$ cat src/rtl/dcache_load_resp.sv
// Data-cache load-response engine: hit return, line refill on cacheable miss, single-beat uncached read.
// Optional DCACHE_EARLY_RESTART_EN: return the critical word of a refill before the burst finishes.
module dcache_load_resp #(
  parameter int unsigned LINE_WORDS = 4,
  parameter int unsigned OFF_W      = $clog2(LINE_WORDS)
) (
  input  logic             clk,
  input  logic             rst_n,
  input  logic             req_valid,
  output logic             req_ready,
  input  logic [31:0]      req_pa,
  input  logic             req_uncached,
  input  logic             req_hit,
  input  logic [31:0]      hit_data,
  input  logic             flush_i,
  output logic [31:0]      rd_dcache_data,
  output logic             dcache_data_valid,
  input  logic             dcache_data_ready,
  output logic             bus_ar_valid,
  input  logic             bus_ar_ready,
  output logic [31:0]      bus_ar_addr,
  output logic [7:0]       bus_ar_len,
  input  logic             bus_r_valid,
  input  logic             bus_r_last,
  input  logic [31:0]      bus_r_data,
  output logic             bus_r_ready,
  output logic             refill_we,
  output logic [OFF_W-1:0] refill_off,
  output logic [31:0]      refill_data,
  output logic             refill_done
);

`ifdef DCACHE_EARLY_RESTART_EN
  localparam bit EARLY_EN = 1'b1;
`else
  localparam bit EARLY_EN = 1'b0;
`endif

  localparam logic [31:0] LINE_MASK = ~(32'(LINE_WORDS * 4) - 32'd1);

  typedef enum logic [1:0] {IDLE, RESP, AR, REFILL} state_t;

  state_t           state_q, state_d;
  logic [31:0]      resp_q, resp_d;
  logic [31:0]      pa_q, pa_d;
  logic             unc_q, unc_d;
  logic             cancel_q, cancel_d;
  logic [OFF_W-1:0] cnt_q, cnt_d;
  logic             early_q, early_d;
  logic             taken_q, taken_d;
  logic             beat, crit, accept;

  always_ff @(posedge clk or negedge rst_n) begin
    if (!rst_n) begin
      state_q  <= IDLE;
      resp_q   <= '0;
      pa_q     <= '0;
      unc_q    <= 1'b0;
      cancel_q <= 1'b0;
      cnt_q    <= '0;
      early_q  <= 1'b0;
      taken_q  <= 1'b0;
    end else begin
      state_q  <= state_d;
      resp_q   <= resp_d;
      pa_q     <= pa_d;
      unc_q    <= unc_d;
      cancel_q <= cancel_d;
      cnt_q    <= cnt_d;
      early_q  <= early_d;
      taken_q  <= taken_d;
    end
  end

  always_comb begin
    beat              = (state_q == REFILL) && bus_r_valid;
    crit              = beat && (unc_q ? (cnt_q == '0) : (cnt_q == pa_q[OFF_W+1:2]));
    dcache_data_valid = (state_q == RESP) || ((state_q == REFILL) && early_q);
    // rst_n gate keeps req_ready low while reset is held, not just after it
    req_ready         = rst_n && !flush_i &&
                        ((state_q == IDLE) || ((state_q == RESP) && dcache_data_ready));
    accept            = req_valid && req_ready;

    state_d  = state_q;
    resp_d   = resp_q;
    pa_d     = pa_q;
    unc_d    = unc_q;
    cancel_d = cancel_q;
    cnt_d    = cnt_q;
    early_d  = early_q;
    taken_d  = taken_q;

    case (state_q)
      IDLE, RESP: begin
        if (flush_i) begin
          state_d = IDLE;
        end else if (accept) begin
          if (req_hit && !req_uncached) begin
            resp_d  = hit_data;
            state_d = RESP;
          end else begin
            pa_d    = req_pa;
            unc_d   = req_uncached;
            state_d = AR;
          end
        end else if ((state_q == RESP) && dcache_data_ready) begin
          state_d = IDLE;
        end
      end
      AR: begin
        if (flush_i) cancel_d = 1'b1;
        if (bus_ar_ready) begin
          cnt_d   = '0;
          state_d = REFILL;
        end
      end
      REFILL: begin
        // A flush drops a pending early response; once taken it is final.
        if (flush_i) begin
          cancel_d = 1'b1;
          early_d  = 1'b0;
        end else if (early_q && dcache_data_ready) begin
          early_d = 1'b0;
          taken_d = 1'b1;
        end
        if (beat) begin
          cnt_d = cnt_q + OFF_W'(1);
          if (crit) begin
            resp_d = bus_r_data;
            if (EARLY_EN && !unc_q && !bus_r_last && !cancel_q && !flush_i)
              early_d = 1'b1;
          end
          if (bus_r_last)
            state_d = (cancel_q || flush_i || taken_d) ? IDLE : RESP;
        end
      end
      default: state_d = IDLE;
    endcase

    if (state_d != REFILL) begin
      early_d = 1'b0;
      taken_d = 1'b0;
    end
    if (state_d == IDLE) cancel_d = 1'b0;
  end

  always_comb begin
    rd_dcache_data = resp_q;
    bus_ar_valid   = (state_q == AR);
    bus_ar_addr    = '0;
    bus_ar_len     = '0;
    if (state_q == AR) begin
      bus_ar_addr = unc_q ? (pa_q & 32'hFFFF_FFFC) : (pa_q & LINE_MASK);
      bus_ar_len  = unc_q ? 8'd0 : 8'(LINE_WORDS - 1);
    end
    bus_r_ready = (state_q == REFILL);
    refill_we   = beat && !unc_q;
    refill_off  = refill_we ? cnt_q : '0;
    refill_data = refill_we ? bus_r_data : '0;
    refill_done = refill_we && bus_r_last;
  end

endmodule

$ cat config.mk
export PLATFORM = sky130hd
export DESIGN_NAME = dcache_load_resp
export DESIGN_NICKNAME = d
export VERILOG_FILES = /design/src/rtl/dcache_load_resp.sv
export SDC_FILE = /design/constraint.sdc
export NUM_CORES = 1
export LEC_CHECK = 0
export ABC_AREA = 1
export BUFFER_PORTS_ARGS = -buffer_cell sky130_fd_sc_hd__buf_4
export CORE_MARGIN = 1
export CORE_UTILIZATION = 47
export CTS_CLUSTER_DIAMETER = 40
export CTS_CLUSTER_SIZE = 10
export DETAILED_ROUTE_END_ITERATION = 7
export PLACE_DENSITY = 0.84
export SLEW_MARGIN = 5
export SYNTH_ARGS = -nofsm -noshare
export SYNTH_HDL_FRONTEND = slang
export SYNTH_SLANG_ARGS = --single-unit
$ cat constraint.sdc
create_clock -name clk -period 4.6 [get_ports clk]
set_clock_uncertainty 0.15 [all_clocks]
set_input_delay 0.69 -clock clk [delete_from_list [all_inputs] [get_ports clk]]
set_output_delay 0.69 -clock clk [all_outputs]
set_load 0.01 [all_outputs]
==> impl_metrics.prom, run 1 <==
# TYPE chip_impl_metric gauge
chip_impl_metric{name="cts-root-to-sink-buffers",unit=""} 2
chip_impl_metric{name="cellPowerDensity",unit="nW/um^2"} 544
chip_impl_metric{name="area.growth.synth_to_final",unit="%"} 47.2
chip_impl_metric{name="row_count",unit=""} 31
chip_impl_metric{name="crit_fanout",unit=""} 65
chip_impl_metric{name="post_synth_and_or_nand_nor_area_fraction",unit="%"} 28.5
chip_impl_metric{name="routed_wl",unit="um"} 10400
chip_impl_metric{name="grt.total_usage",unit="%"} 26.2
chip_impl_metric{name="cp.required",unit="ns"} 3.76
chip_impl_metric{name="stdcell_area",unit="sq um"} 5350
chip_impl_metric{name="count_of_inserted_antenna_diode_cells",unit=""} 0
chip_impl_metric{name="clock_sinks",unit=""} 68
chip_impl_metric{name="hold_violations",unit=""} 0
chip_impl_metric{name="clk_transition_reported_paths",unit="ns"} 0.07
chip_impl_info{name="synth_top_cell_by_area",value="dfrtp_1"} 1
chip_impl_metric{name="synthArstFlopShare",unit="%"} 100
chip_impl_info{name="worst_hold_path_type",value="reg -> reg"} 1
chip_impl_metric{name="report.final.setup_viol",unit=""} 0
chip_impl_metric{name="die_w",unit="um"} 90.0
chip_impl_metric{name="cap_viol_max_count",unit=""} 0
chip_impl_metric{name="number_of_storage_elements_in_the_synthesis_netlist",unit=""} 68
chip_impl_metric{name="cts_inserted_buffers",unit=""} 9
chip_impl_metric{name="cts-hold-fix-buffers",unit=""} 0
chip_impl_metric{name="post_cts.repair.setup_buffers",unit=""} 0
chip_impl_metric{name="clock_insertion_delay_worst_skew",unit="ns"} 0.34
chip_impl_metric{name="layout_worst_path_cycle_share",unit="%"} 71.9
chip_impl_info{name="worstReg2RegStart",value="state_q[1]$_DFF_PN0_"} 1
chip_impl_metric{name="peakVddDrop",unit="uV"} 332
chip_impl_metric{name="timing_worst_slew_pin_value",unit="ns"} 1.16
chip_impl_metric{name="final_period_minus_worst_setup_slack",unit="ns"} 3.31
chip_impl_metric{name="post-dp-hpwl",unit="um"} 7470
chip_impl_info{name="worst_setup_path_end_kind",value="output pin"} 1
chip_impl_metric{name="gp_congestion",unit=""} 0.839
chip_impl_metric{name="synth.yosys.warnings",unit=""} 0
chip_impl_metric{name="synth-edff-count",unit=""} 0
chip_impl_metric{name="first_global_vias",unit=""} 3654
chip_impl_metric{name="gr-total-overflow",unit=""} 0
chip_impl_metric{name="postPlaceCellArea",unit="sq um"} 5150
chip_impl_info{name="rsz0062_at_grt",value="no"} 1
chip_impl_info{name="post-synth-top-count-cell",value="nand2_1"} 1
chip_impl_metric{name="route.antenna.remaining_nets",unit=""} 0
chip_impl_metric{name="netlist_area",unit="sq um"} 3640
chip_impl_info{name="critical_path_class",value="reg -> out"} 1
chip_impl_metric{name="die-area",unit="sq um"} 8090
chip_impl_metric{name="grt_max_degree",unit=""} 70
chip_impl_metric{name="share_of_cells_above_drive_strength_1",unit="%"} 32.9
chip_impl_metric{name="via_count",unit=""} 3800
chip_impl_metric{name="synth-compound-area-share",unit="%"} 9.67
chip_impl_metric{name="worst_hold_path.num_cells",unit=""} 2
chip_impl_metric{name="vias_per_cell",unit=""} 4.69
chip_impl_info{name="synth_flop_cell",value="dfrtp_1"} 1
chip_impl_metric{name="first_pass_iters",unit=""} 4
chip_impl_metric{name="num-nets-final",unit=""} 814
chip_impl_metric{name="seq_area_frac_synth",unit="%"} 46.8
chip_impl_metric{name="fmaxAchievable",unit="MHz"} 303
chip_impl_info{name="synth_top_family_by_area",value="simple AND/OR/NAND/NOR gates"} 1
chip_impl_info{name="worst_r2r_endpoint",value="pa_q[20]$_DFFE_PN0P_"} 1
chip_impl_info{name="synth_top_cells_by_count",value="nand2_1, nor2_1, inv_1, dfrtp_1, o21ai_0"} 1
chip_impl_metric{name="antenna_violations_before_repair",unit=""} 0
chip_impl_metric{name="floorplan.initialDensity",unit="%"} 49.3
chip_impl_metric{name="postCtsResizedCells",unit=""} 0
chip_impl_metric{name="maxSlewHeadroom",unit="%"} 22.6
chip_impl_metric{name="worst-endpoint-arrival",unit="ns"} 2.47
chip_impl_metric{name="timing.setup.tns",unit="ns"} 0
chip_impl_metric{name="number_of_distinct_library_cell_variants_in_the_gate_level_netlist_after_synthesis",unit=""} 24
chip_impl_metric{name="io_pins",unit=""} 218
chip_impl_metric{name="synthesized_area_fraction_occupied_by_xor_and_xnor_cells",unit="%"} 0.482
chip_impl_metric{name="htree_num_levels",unit=""} 3
chip_impl_metric{name="drt-wirelength-per-cell",unit="um"} 12.8
chip_impl_metric{name="postSynthAreaPerCell",unit="sq um"} 7.07
chip_impl_metric{name="floorplan.core_area",unit="sq um"} 7370
chip_impl_info{name="startpoint_type",value="flip-flop"} 1
chip_impl_metric{name="drc_errors",unit=""} 0
chip_impl_info{name="cts_tree",value="done"} 1
chip_impl_metric{name="total_leakage_power",unit="nW"} 3.25
chip_impl_info{name="timing.hold.worst.start",value="rd_dcache_data[5]$_DFFE_PN0P_"} 1
chip_impl_metric{name="syn-instance-count",unit=""} 514
chip_impl_metric{name="grt_first_pass_wirelength",unit="um"} 17100
chip_impl_metric{name="synth_top_area_share",unit="%"} 46.8
chip_impl_metric{name="first_iter_violations",unit=""} 168
chip_impl_metric{name="die_height",unit="um"} 90.0
chip_impl_metric{name="port-buffer-count",unit=""} 207
chip_impl_info{name="worstHoldEndpoint",value="rd_dcache_data[5]$_DFFE_PN0P_"} 1
chip_impl_metric{name="reg2regPathDepth",unit=""} 6
chip_impl_info{name="status",value="finished, final reports clean"} 1
chip_impl_metric{name="synthMuxAreaShare",unit="%"} 0
chip_impl_info{name="post_synth_main_area_contributors",value="dfrtp_1, nand2_1, nor2_1, inv_1, o21ai_0"} 1
chip_impl_metric{name="final_max_slew_viol_count",unit=""} 0
chip_impl_info{name="ctsRootBufferMaster",value="clkbuf_8"} 1
chip_impl_metric{name="timing.reg2reg.setup_slack",unit="ns"} 2.10
chip_impl_metric{name="post_synth_fa_ha_maj_area_fraction",unit="%"} 0.344
==> registers in the layout (all words and copies together) (netlist names) <==
name / count
rd_dcache_data: 32
cancel_q: 1
cnt_q: 2
unc_q: 1
pa_q: 30
state_q: 2
==> power breakdown <==
| part | leakage (nW) | switching, mW | internal (mW) |
|---|---|---|---|
| sequential | 0.809 | 0.144 | 0.871 |
| clock | 0.103 | 0.215 | 0.293 |
| combinational | 2.34 | 0.760 | 0.628 |
| total | 3.25 | 1.12 | 1.79 |
==> layout by cell type, fill, tap and decap left out, types with 2 or more instances in the layout <==
cell	n
nand2_1	149
clkbuf_1	2
buf_4	210
nand4_1	3
conb_1	8
nand3_2	2
inv_1	76
o21ai_0	34
nand3_1	4
o21ai_1	3
dfrtp_1	68
xnor2_1	2
a21oi_1	29
nor2_1	98
inv_2	2
nor2_2	3
clkbuf_8	12
==> cell families (layout without fill, tap and decap cells) <==
family / after synthesis / in the layout
and+or+nand+nor: 262 / 262
buffers and inverters: 113 / 303
DFF: 68 / 68
AOI/OAI and AO/OA: 67 / 67
xor gates and xnor gates: 2 / 2
adders and majority gates: 1 / 1
other: 1 / 8
==> how the worst max path moves through the flow <==
stage,start,to,slack [ns],cells past startpoint
after CTS,state_q[1]$_DFF_PN0_,refill_data[11],1.29,8
after global placement,rst_n,rd_dcache_data[5]$_DFFE_PN0P_,1.51,6
final,state_q[1]$_DFF_PN0_,refill_data[11],1.29,8
after global routing,state_q[1]$_DFF_PN0_,refill_data[11],1.09,8
after detailed placement,rst_n,rd_dcache_data[10]$_DFFE_PN0P_,1.44,6
after floorplan,bus_r_valid,refill_data[10],2.45,5
==> critical path: stages (launching register included) <==
cell	delay (ns)
dfrtp_1	0.45
nand2_2	0.08
buf_4	0.46
inv_2	0.19
nand2_4	0.14
nor2_8	0.04
inv_2	0.44
nor2_1	0.13
buf_4	0.17
==> routing by layer <==
layer  track usage [%]  vias up  routed length (um)
met2              44.7      177                5120
met1              32.1     1710                4200
met4              8.74        0                 153
met5                 0        -                   0
met3              7.11       15                 909
li1                  -     1898                   -
==> metrics by stage <==
step	total power, mW	setup WS [ns]	instances	hold slack (ns)	utilization (%)
after CTS	2.93	1.29	810	0.336	72.6
final	2.91	1.29	810	0.336	72.6
after floorplan	1.76	2.45	521	0.244	-
after global placement	2.37	1.51	795	0.315	69.9
after global routing	3.13	1.09	810	0.367	72.6
after detailed placement	2.41	1.44	795	0.316	69.9
==> area by class of cell <==
type / instances / area, sq um
Clock inverter: 1 / 30.0
Timing Repair Buffer: 210 / 1580
Clock buffer: 14 / 173
Multi-Input combinational cell: 340 / 1450
Sequential cell: 68 / 1700
Tap cell: 99 / 124
Inverter: 78 / 293
Fill cell: 597 / 2020
Note: power is estimated with default switching activity, not from simulation.
==> inputs of run 2 (changes only) <==
--- a/config.mk
+++ b/config.mk
@@ -8,11 +8,11 @@
 export ABC_AREA = 1
 export BUFFER_PORTS_ARGS = -buffer_cell sky130_fd_sc_hd__buf_4
 export CORE_MARGIN = 1
-export CORE_UTILIZATION = 47
+export CORE_UTILIZATION = 40
 export CTS_CLUSTER_DIAMETER = 40
 export CTS_CLUSTER_SIZE = 10
 export DETAILED_ROUTE_END_ITERATION = 7
-export PLACE_DENSITY = 0.84
+export PLACE_DENSITY = 0.76
 export SLEW_MARGIN = 5
 export SYNTH_ARGS = -nofsm -noshare
 export SYNTH_HDL_FRONTEND = slang
==> constraint.sdc (replaced) <==
create_clock -name clk -period 3 [get_ports clk]
set_clock_uncertainty 0.15 [all_clocks]
set_input_delay 0.45 -clock clk [delete_from_list [all_inputs] [get_ports clk]]
set_output_delay 0.45 -clock clk [all_outputs]
set_load 0.01 [all_outputs]
==> impl_metrics.prom, run 2 (synthesis results as in run 1) <==
# TYPE chip_impl_metric gauge
chip_impl_metric{name="port-buffer-count",unit=""} 207
chip_impl_metric{name="die_w",unit="um"} 97.3
chip_impl_metric{name="postCtsResizedCells",unit=""} 0
chip_impl_info{name="crit_path_frequent_cell",value="inv_2"} 1
chip_impl_metric{name="die-area",unit="sq um"} 9480
chip_impl_info{name="crit_path_slowest_cell",value="dfrtp_1"} 1
chip_impl_info{name="mostFrequentLayoutCells",value="buf_4, nand2_1, nor2_1"} 1
chip_impl_metric{name="global_route.usage.met1",unit="%"} 27.9
chip_impl_metric{name="cp.required",unit="ns"} 2.40
chip_impl_info{name="status",value="finished, final reports clean"} 1
chip_impl_metric{name="timing_worst_slew_pin_value",unit="ns"} 0.835
chip_impl_metric{name="io_pins",unit=""} 218
chip_impl_metric{name="area.growth.synth_to_final",unit="%"} 47.7
chip_impl_metric{name="final_max_slew_viol_count",unit=""} 0
chip_impl_metric{name="gp_congestion",unit=""} 0.820
chip_impl_metric{name="share_clk_of_total_power",unit="%"} 16.4
chip_impl_metric{name="netSwitchingPower",unit="mW"} 1.71
chip_impl_metric{name="comb_power_share",unit="%"} 48.4
chip_impl_metric{name="layout_worst_path_cycle_share",unit="%"} 83.8
chip_impl_metric{name="num-nets-final",unit=""} 817
chip_impl_metric{name="via_count",unit=""} 3799
chip_impl_info{name="ctsRootBufferMaster",value="clkbuf_8"} 1
chip_impl_metric{name="grt_first_pass_wirelength",unit="um"} 17100
chip_impl_metric{name="vias_per_cell",unit=""} 4.62
chip_impl_metric{name="crit_fanout",unit=""} 35
chip_impl_info{name="cts_tree",value="done"} 1
chip_impl_metric{name="antenna_violations_before_repair",unit=""} 0
chip_impl_metric{name="drc_errors",unit=""} 0
chip_impl_metric{name="cellPowerDensity",unit="nW/um^2"} 818
chip_impl_metric{name="grt.total_usage",unit="%"} 22.0
chip_impl_metric{name="p_seq_share",unit="%"} 35.3
chip_impl_metric{name="row_count",unit=""} 34
chip_impl_metric{name="final_period_minus_worst_setup_slack",unit="ns"} 2.51
chip_impl_metric{name="cts-root-to-sink-buffers",unit=""} 2
chip_impl_info{name="globalRoute.busiestLayer",value="met2"} 1
chip_impl_metric{name="numPlacedInstances",unit=""} 806
chip_impl_metric{name="drt-wirelength-per-cell",unit="um"} 12.5
chip_impl_metric{name="gr-usage-met3",unit="%"} 4.89
chip_impl_metric{name="count_of_inserted_antenna_diode_cells",unit=""} 0
chip_impl_metric{name="power",unit="mW"} 4.39
chip_impl_metric{name="finalNonFillerCells",unit=""} 823
chip_impl_metric{name="timing.setup.tns",unit="ns"} 0
chip_impl_metric{name="peakVddDrop",unit="uV"} 407
chip_impl_metric{name="route.antenna.remaining_nets",unit=""} 0
chip_impl_metric{name="critical-path-max-stage-delay",unit="ns"} 0.45
chip_impl_metric{name="first_iter_violations",unit=""} 113
chip_impl_metric{name="post-dp-hpwl",unit="um"} 7710
chip_impl_metric{name="worst-endpoint-arrival",unit="ns"} 1.91
chip_impl_metric{name="routed_wl",unit="um"} 10300
chip_impl_metric{name="netSwitchingFraction",unit="%"} 39.0
chip_impl_info{name="startpoint_type",value="flip-flop"} 1
chip_impl_metric{name="grt_max_degree",unit=""} 66
chip_impl_info{name="path_cells",value="nand2_2, inv_2, nand2_4, nor2_8, inv_2, nor2_1, buf_4"} 1
chip_impl_metric{name="report.final.setup_viol",unit=""} 0
chip_impl_info{name="critical_path_class",value="reg -> out"} 1
chip_impl_metric{name="maxSlewHeadroom",unit="%"} 44.1
chip_impl_metric{name="clock_sinks",unit=""} 68
chip_impl_metric{name="hold_violations",unit=""} 0
chip_impl_info{name="layout_commonest_cell",value="buf_4"} 1
chip_impl_metric{name="cts-hold-fix-buffers",unit=""} 1
chip_impl_info{name="worst_setup_path_end_kind",value="output pin"} 1
chip_impl_info{name="worst_hold_path_type",value="in -> reg"} 1
chip_impl_metric{name="cap_viol_max_count",unit=""} 0
chip_impl_metric{name="die_height",unit="um"} 97.3
chip_impl_metric{name="floorplan.core_area",unit="sq um"} 8760
chip_impl_info{name="rsz0062_at_grt",value="no"} 1
chip_impl_metric{name="first_global_vias",unit=""} 3707
chip_impl_metric{name="clk_transition_reported_paths",unit="ns"} 0.08
chip_impl_metric{name="share_of_cells_above_drive_strength_1",unit="%"} 33.1
chip_impl_metric{name="floorplan.initialDensity",unit="%"} 41.5
chip_impl_metric{name="fmaxAchievable",unit="MHz"} 398
chip_impl_metric{name="first_pass_iters",unit=""} 5
chip_impl_metric{name="p_int",unit="mW"} 2.68
chip_impl_metric{name="groute.layer.met2.usage",unit="%"} 37.4
chip_impl_metric{name="final_core_utilization",unit="%"} 61.3
chip_impl_metric{name="fill_cells",unit=""} 798
chip_impl_metric{name="cts_inserted_buffers",unit=""} 9
chip_impl_metric{name="gr-total-overflow",unit=""} 0
chip_impl_metric{name="htree_num_levels",unit=""} 3
chip_impl_metric{name="largest_register_ffs",unit=""} 32
chip_impl_metric{name="clock_insertion_delay_worst_skew",unit="ns"} 0.33
chip_impl_metric{name="total_leakage_power",unit="nW"} 3.26
chip_impl_metric{name="post_cts.repair.setup_buffers",unit=""} 0
## run 2: final cells by class
cell class | count | area, sq um | share of cell area (%)
Inverter | 78 | 293 | 5.45
Multi-Input combinational cell | 340 | 1450 | 27.1
Clock buffer | 11 | 131 | 2.45
Clock inverter | 5 | 52.6 | 0.979
Tap cell | 108 | 135 | 2.52
Timing Repair Buffer | 213 | 1600 | 29.8
Sequential cell | 68 | 1700 | 31.7
## run 2: power by group through the flow
stage / combinational, mW / sequential, mW / clock (mW)
finish: 2.12 / 1.55 / 0.719
global route: 2.37 / 1.60 / 0.781
CTS: 2.15 / 1.55 / 0.740
detailed placement: 2.14 / 1.57 / 0
global placement: 2.09 / 1.55 / 0
floorplan: 1.09 / 1.62 / 0
## run 2: through the flow
step	hold WS, ns	cell area (sq um)	worst slack, ns
after global routing	0.207	5370	0.375
after global placement	0.104	5170	0.876
after CTS	0.191	5370	0.483
after detailed placement	0.106	5170	0.799
final	0.206	5370	0.485
after floorplan	0.00441	3660	1.15
## run 2: layer usage
metal / vias up / wire, um
li1: 1904 / -
met1: 1709 / 4350
met2: 169 / 4880
met3: 17 / 884
met4: 0 / 157
met5: - / 0
## run 2: worst max-delay path: cells and delay by family (launching register included)
kind	cells	cell delay, ns
flip-flops	1	0.45
buffers and inverters	3	0.70
AND/OR/NAND/NOR	4	0.40
## run 2: worst paths after layout
path / from / to / slack (ns) / cells past startpoint
setup / recovery: state_q[1]$_DFF_PN0_ / refill_data[14] / 0.49 / 7
hold / removal: req_pa[3] / pa_q[3]$_DFFE_PN0P_ / 0.21 / 3
setup reg to reg: state_q[1]$_DFF_PN0_ / rd_dcache_data[12]$_DFFE_PN0P_ / 0.94 / 5
hold reg to reg: rd_dcache_data[2]$_DFFE_PN0P_ / rd_dcache_data[2]$_DFFE_PN0P_ / 0.33 / 2
max in group asynchronous: rst_n / cnt_q[0]$_DFFE_PN0P_ / 1.38 / 3
min in group asynchronous: rst_n / state_q[1]$_DFF_PN0_ / 0.30 / 2
